## src/rtl/scan_chain_reg.sv

```systemverilog
// Multi-chain muxed-D scan register: capture, per-segment serial shift, hold, shift counter with DONE.
// Optional SCAN_UPDATE_EN adds a UPD-loaded shadow register that drives Q.
module scan_chain_reg #(
    parameter int unsigned      WIDTH   = 8,
    parameter int unsigned      CHAINS  = 1,
    parameter logic [WIDTH-1:0] RST_VAL = '0,
    localparam int unsigned     LEN     = WIDTH / CHAINS,
    localparam int unsigned     CW      = (LEN > 1) ? $clog2(LEN) : 1
) (
    input  logic              CLK,
    input  logic              RST,
    input  logic [WIDTH-1:0]  D,
    input  logic              EN,
    input  logic [CHAINS-1:0] SI,
    input  logic              HOLD,
`ifdef SCAN_UPDATE_EN
    input  logic              UPD,
`endif
    output logic [WIDTH-1:0]  Q,
    output logic [CHAINS-1:0] SO,
    output logic [CW-1:0]     CNT,
    output logic              DONE
);

    logic [WIDTH-1:0] reg_q, reg_d;
    logic [CW-1:0]    cnt_q, cnt_d;
    logic             done_q, done_d;
    logic [WIDTH-1:0] shift_val;
    logic [WIDTH-1:0] shr;

    assign shr = reg_q >> 1;

    // Each segment MSB takes its own SI bit; every other bit takes its upper neighbour.
    always_comb begin
        shift_val = shr;
        for (int unsigned i = 0; i < WIDTH; i++) begin
            if ((i % LEN) == (LEN - 1)) begin
                shift_val[i] = SI[i / LEN];
            end
        end
    end

    always_comb begin
        reg_d  = reg_q;
        cnt_d  = cnt_q;
        done_d = 1'b0;
        if (!HOLD) begin
            if (EN) begin
                reg_d = shift_val;
                if (cnt_q == CW'(LEN - 1)) begin
                    cnt_d  = '0;
                    done_d = 1'b1;
                end else begin
                    cnt_d = cnt_q + CW'(1);
                end
            end else begin
                reg_d = D;
                cnt_d = '0;
            end
        end
    end

    always_ff @(posedge CLK) begin
        if (RST) begin
            reg_q  <= RST_VAL;
            cnt_q  <= '0;
            done_q <= 1'b0;
        end else begin
            reg_q  <= reg_d;
            cnt_q  <= cnt_d;
            done_q <= done_d;
        end
    end

    for (genvar c = 0; c < CHAINS; c++) begin : g_so
        assign SO[c] = reg_q[c * LEN];
    end

    assign CNT  = cnt_q;
    assign DONE = done_q;

`ifdef SCAN_UPDATE_EN
    logic [WIDTH-1:0] shadow_q, shadow_d;

    // Shadow takes the pre-edge register, so a same-edge shift waits for the next UPD.
    always_comb begin
        shadow_d = shadow_q;
        if (UPD && !HOLD) begin
            shadow_d = reg_q;
        end
    end

    always_ff @(posedge CLK) begin
        if (RST) begin
            shadow_q <= RST_VAL;
        end else begin
            shadow_q <= shadow_d;
        end
    end

    assign Q = shadow_q;
`else
    assign Q = reg_q;
`endif

endmodule
```

## config.mk

```make
export PLATFORM = sky130hd
export DESIGN_NAME = scan_chain_reg
export DESIGN_NICKNAME = d
export VERILOG_FILES = /design/src/rtl/scan_chain_reg.sv
export SDC_FILE = /design/constraint.sdc
export NUM_CORES = 1
export LEC_CHECK = 0
export ABC_CLOCK_PERIOD_IN_PS = 1400
export BUFFER_PORTS_ARGS = -buffer_cell sky130_fd_sc_hd__buf_2
export CAP_MARGIN = 5
export CORE_MARGIN = 10
export CORE_UTILIZATION = 41
export CTS_BUF_LIST = sky130_fd_sc_hd__clkbuf_2
export CTS_CLUSTER_DIAMETER = 100
export DETAILED_ROUTE_END_ITERATION = 10
export MAX_ROUTING_LAYER = met4
export PLACE_DENSITY = 0.76
export SYNTH_ARGS = -nofsm -noshare
export SYNTH_HDL_FRONTEND = slang
export SYNTH_SLANG_ARGS = --single-unit
```

## constraint.sdc

```tcl
create_clock -name CLK -period 1.4 [get_ports CLK]
set_input_delay 0.14 -clock CLK [delete_from_list [all_inputs] [get_ports CLK]]
set_output_delay 0.14 -clock CLK [all_outputs]
set_load 0.02 [all_outputs]
```

==> results of run 1 <==
[layer usage]
layer | track usage (%) | up-vias | wire length [um]
met1 | 9.63 | 211 | 644
li1 | - | 249 | -
met3 | 5.17 | 0 | 111
met4 | 2.06 | 0 | 0
met5 | - | - | 0
met2 | 13.2 | 19 | 611
[worst min-delay path by stage]
stage	end	slack, ns	depth (start not counted)
final	CNT[1]$_SDFFE_PP0N_	0.20	2
after global routing	CNT[0]$_SDFFE_PP0N_	0.18	2
after CTS	CNT[2]$_SDFFE_PP0N_	0.19	2
after detailed placement	CNT[1]$_SDFFE_PP0N_	0.48	2
after global placement	CNT[1]$_SDFFE_PP0N_	0.47	2
after floorplan	Q[2]$_SDFFE_PP0N_	0.21	1
[placed cells by master, fill, tap and decap left out]
| cell type | synthesis | layout |
|---|---|---|
| buf_2 | 0 | 25 |
| dfxtp_1 | 12 | 10 |
| mux2i_1 | 8 | 8 |
| nor2b_1 | 8 | 8 |
| a211oi_1 | 8 | 8 |
| nand2_1 | 3 | 3 |
| a21oi_1 | 3 | 3 |
| clkbuf_2 | 0 | 3 |
| dfxtp_2 | 0 | 2 |
| nand3b_1 | 2 | 2 |
| ha_4 | 0 | 2 |
| buf_4 | 2 | 2 |
| inv_1 | 1 | 1 |
| nor4bb_1 | 1 | 1 |
| or4b_1 | 1 | 1 |
| clkinv_1 | 0 | 1 |
[logic make-up after synthesis]
| kind of cell | synth area share (%) |
|---|---|
| AO/OA/AOI/OAI | 13.8 |
| adder cells (fa/ha/maj) | 4.61 |
| buffers and inverters | 4.84 |
| flip-flops | 44.2 |
| multiplexers | 14.7 |
| AND/OR/NAND/NOR | 17.7 |
[power breakdown]
group          total, uW  internal (uW)  switching (uW)
clock                175           62.1             112
combinational        133           58.5            74.9
sequential           374            361            13.5
total                682            482             201
[sequential cells by signal, indices dropped and copies added, names as in the netlist]
name,count
CNT,3
DONE,1
Q,8
[stage by stage]
| step | utilization (%) | power [uW] | cells | TNS (ns) |
|---|---|---|---|---|
| floorplan | - | 465 | 53 | 0 |
| global placement | 53.0 | 510 | 90 | 0 |
| detailed placement | 53.0 | 513 | 90 | 0 |
| CTS | 54.4 | 688 | 94 | 0 |
| global route | 57.2 | 730 | 95 | -0.0217 |
| finish | 57.2 | 682 | 95 | 0 |
[timing repair]
item,in CTS,in global routing
endpoints found under the setup margin,0,1
setup buffers,0,1
hold buffers,0,0
resized for setup,0,6
[final cells by class]
type | instances | area (sq um)
inverter | 1 | 3.75
sequential | 12 | 243
tap | 15 | 18.8
clock buffer | 3 | 15.0
fill | 123 | 543
multi-input combinational | 36 | 302
clock inverter | 1 | 3.75
timing repair buffer | 27 | 140
[Yosys cell counts]
library cell and count:
inv_1 1, nor4bb_1 1, a21oi_1 3, nand3b_1 2, nor2b_1 8, a211oi_1 8, mux2i_1 8, dfxtp_1 12
nand2_1 3, or4b_1 1, clkbuf_1 2, ha_1 2, buf_4 2
==> run metrics, run 1 <==
area delta synth->final=33.6%; kind of critical path=reg2reg; CP Launch Type=register; Cells after Synth=53; Site Rows=13; CTS Root Cell=clkbuf_2; final WL=1370 um; worst setup path end=CNT[0]$_SDFFE_PP0N_; first-pass GRT wire length=2270 um; Crit. path cell count=4; CP endpoint kind=register; Non-Filler Cell Area, Final=726 sq um; Post-Syn Area=543 sq um; PwrDens=940 nW/um^2; Pleak=0.000346 uW; Bufs and invs on worst path=0; RSZ-0062 raised after global routing=yes; arrival time worst endpoint=1.58 ns; CP max stage cell=or4b_1; Min Hold Slack=0.198 ns; drt drc=0; max-cap viol count=0; Post-Syn Area per Cell=10.2 sq um; nets=96; Critical Path Most Common Cell=ha_4; routed vias/inst=5.04; core area=1270 sq um; worst vdd ir=0.462 mV; worst-margin pin slew=0.268 ns; Hold Crit Start=RST; largest net degree at the start of global routing=17; Hold Path Class=in2reg; gpl congestion=0.669; Worst R2R Path Depth=4; n_diodes=0; 1st-pass router iterations=4; Crit path max-delay family=simple AND/OR/NAND/NOR gates; IO Count=26; H-tree depth=1; worst reg2reg path endpoint=CNT[0]$_SDFFE_PP0N_; Syn Nets=68; worst path cell trace=ha_4 -> ha_4 -> or4b_1 -> a21oi_1; period utilization=98.8%; final count of hold timing violations=0; gr usage total=8.72%; min Tclk post-route=1.38 ns; dominant cell type by area after synthesis=dfxtp_1; FMAX=0.723 GHz; top area cells in the synthesized netlist=dfxtp_1 44%, mux2i_1 15%, a211oi_1 11%; Yosys cell types=13; Clock Pin Slew Worst Setup and Hold Paths=0.12 ns; CP required=1.59 ns; max-slew violations=0; final setup margin=0.0168 ns; slowest stage delay, CP=0.49 ns; Clock Path Buffers=2; Yosys top cell area share=44.2%; Initial Util=42.8%; clock sinks=12; worst clock skew=0.00357 ns; Routed Antenna Nets=0; Yosys reg bits=12; Place WS=0.0510 ns; yosys warns=0; initial antenna violation count=0; input/output buffers=25; die height=56.4 um; clk_lat worst skew=0.26 ns; wire length per cell=14.4 um; largest fanout on the critical path=4; number of global-route vias before repair=516; die area=3180 sq um; GR Overflow Total=0; setup violators final=0; DRT iter0 DRCs=5; Cell Area, Placed=672 sq um; width of the die=56.4 um; status=finished clean; register area share after synthesis=44.2%; Vias=479; Num CTS Buffers=3; CTS tree=yes; worst reg-to-reg setup slack=0.02 ns; worst rel slew slack=82.1%; share of cells above drive strength 1=42.5%; Critical R2R Launch=CNT[0]$_SDFFE_PP0N_; crit path from=CNT[0]$_SDFFE_PP0N_
Note: power is estimated with default switching activity, not from simulation.
==> run 2, diff against run 1 <==
Settings changed: ABC_AREA set to 1, CORE_UTILIZATION 41 to 40, PLACE_DENSITY 0.76 to 0.73.
==> run 2 against run 1 <==
Net effect:
- area after synthesis increased by 11%
- critical endpoint is now CNT[2]$_SDFFE_PP0N_
- largest power group unchanged
- wire length decreased by 0.66%
- combinational power barely moved
- clock skew down 0.0023 ns
==> run metrics, run 2 <==
Initial Util=44.1%; largest net degree at the start of global routing=22; max-slew violations=0; clock sinks=12; worst rel slew slack=77.6%; 1st-pass router iterations=4; Worst Hold Path EP=CNT[1]$_SDFFE_PP0N_; Vias=585; Setup Buffers After CTS=0; worst reg2reg path endpoint=CNT[2]$_SDFFE_PP0N_; gr usage total=8.45%; gpl congestion=0.735; Clock Pin Slew Worst Setup and Hold Paths=0.12 ns; core area=1370 sq um; Worst R2R Path Depth=4; Post-synth top cells=25 x nor2_1, 20 x nand2_1, 12 x dfxtp_1; dominant cell type by area after synthesis=dfxtp_1; Routed Antenna Nets=0; number of gates resized after CTS=0; M1 GR Usage=9.95%; met2 Usage GRT=11.0%; Yosys reg bits=12; area delta synth->final=18.9%; register area share after synthesis=39.8%; Clock Path Buffers=2; Num CTS Buffers=3; Critical R2R Launch=CNT[0]$_SDFFE_PP0N_; worst clock skew=0.00129 ns; Critical Path Most Common Cell=ha_1; hold_buf cts=0; nets=131; min Tclk post-route=1.09 ns; PwrDens=958 nW/um^2; worst-margin pin slew=0.335 ns; H-tree depth=1; final setup margin=0.314 ns; top area cells in the synthesized netlist=dfxtp_1 40%, nor2_1 16%, nand2_1 12%; CP required=1.61 ns; share of cells above drive strength 1=25.2%; CP endpoint kind=register; max-cap viol count=0; Post-Syn Area per Cell=6.63 sq um; setup violators final=0; number of global-route vias before repair=503; CP Launch Type=register; largest fanout on the critical path=4; CTS tree=yes; crit path from=CNT[0]$_SDFFE_PP0N_; DRT iter0 DRCs=8; Pleak=0.000412 uW; count leader, synth=nor2_1; kind of critical path=reg2reg; Cells after Synth=91; period utilization=77.6%; final count of hold timing violations=0; commonest cells after routing, fill and taps aside=25 x nor2_1, 25 x buf_2, 20 x nand2_1, 12 x dfxtp_1, 11 x inv_1; Site Rows=13; Most used DFF post-synth=dfxtp_1; Post-Syn Area=603 sq um; GRT met3 Usage=3.86%; drt drc=0; Yosys top cell area share=39.8%; Crit path max-delay family=adder cells; worst reg-to-reg setup slack=0.31 ns; Place WS=0.332 ns; yosys warns=0; Bufs and invs on worst path=0; GR Overflow Total=0; FILL cells=160; input/output buffers=25; initial antenna violation count=0; n_diodes=0; arrival time worst endpoint=1.29 ns; clk_lat worst skew=0.26 ns; CTS Root Cell=clkbuf_2; asr flop ratio synth=0%; Hold Path Stages=2; Syn Nets=106; final WL=1360 um; first-pass GRT wire length=2250 um; routed vias/inst=4.50; slowest stage delay, CP=0.36 ns; worst vdd ir=0.420 mV; Yosys cell types=11; worst path cell trace=ha_1 -> ha_1 -> nand3_1 -> a21oi_1; width of the die=58.8 um; Setup TNS=0 ns; IO Count=26; Hold Crit Start=RST; number of flops mapped to enable cells by yosys=0; wire length per cell=10.4 um; CP max stage cell=dfxtp_1; post-DP HPWL=1040 um; busiest grt layer=met2; flip-flop count of the largest register after layout=8; Hold Path Class=in2reg; FMAX=0.921 GHz; status=finished clean; RSZ-0062 raised after global routing=no; die height=58.8 um; die area=3460 sq um
run 2: changes by cell type in the layout (fill, tap and decap cells not counted), moves of 4 or more:
cell	delta
nor2b_1	-8
o21ai_1	+8
a211oi_1	-8
inv_1	+10
mux2i_1	-8
nand2_1	+17
nand3_1	+4
nor2_1	+25
run 2: per-stage QoR:
stage                     cell area (sq um)  total power, uW  hold WS (ns)  std cells  utilization [%]
final                                   717              687        0.0661        130             52.5
after global routing                    717              735        0.0401        130             52.5
after CTS                               717              698        0.0524        130             52.5
after detailed placement                698              519         0.354        126             51.1
after global placement                  698              517         0.353        126             51.1
after floorplan                         603              481         0.209         91                -
run 2: how the worst max path moves through the flow:
| stage | endpoint | slack, ns | depth (start not counted) |
|---|---|---|---|
| floorplan | CNT[2]$_SDFFE_PP0N_ | 0.31 | 4 |
| global placement | CNT[2]$_SDFFE_PP0N_ | 0.37 | 4 |
| detailed placement | CNT[2]$_SDFFE_PP0N_ | 0.33 | 4 |
| CTS | CNT[2]$_SDFFE_PP0N_ | 0.31 | 4 |
| global route | CNT[0]$_SDFFE_PP0N_ | 0.26 | 5 |
| finish | CNT[2]$_SDFFE_PP0N_ | 0.31 | 4 |
run 2: kinds of logic (layout without fill, tap and decap cells):
| logic type | after synthesis | count (layout) | synth area share, % |
|---|---|---|---|
| buffers and inverters | 17 | 41 | 15.6 |
| AOI/OAI and AO/OA | 11 | 11 | 9.13 |
| DFF | 12 | 12 | 39.8 |
| and+or+nand+nor | 49 | 49 | 31.3 |
| adders and majority gates | 2 | 2 | 4.15 |
run 2: where the power goes:
group          internal (uW)  leakage, uW  switching, uW
clock                   62.0    0.0000140            116
sequential               361    0.0000988           14.2
combinational           49.9     0.000299           84.4
run 2: worst reg2reg max path: cells and delay by family, from the launching register on:
| kind | cells | cell delay, ns |
|---|---|---|
| adders and majority gates | 2 | 0.47 |
| DFF | 1 | 0.36 |
| AOI/OAI and AO/OA | 1 | 0.13 |
| and+or+nand+nor | 1 | 0.07 |
run 2: layout make-up:
cell class                 instances  area, sq um  share of cell area (%)
timing repair buffer              25          125                    17.5
sequential                        12          240                    33.5
inverter                          12         45.0                    6.28
multi-input combinational         62          269                    37.5
clock buffer                       3         15.0                    2.09
clock inverter                     1         3.75                   0.524
tap                               15         18.8                    2.62
run 2: layer usage:
metal / wire length, um / part of all wire [%]
met1: 633 / 47
met2: 585 / 43
met3: 103 / 7.6
met4: 36 / 2.7
met5: 0 / 0
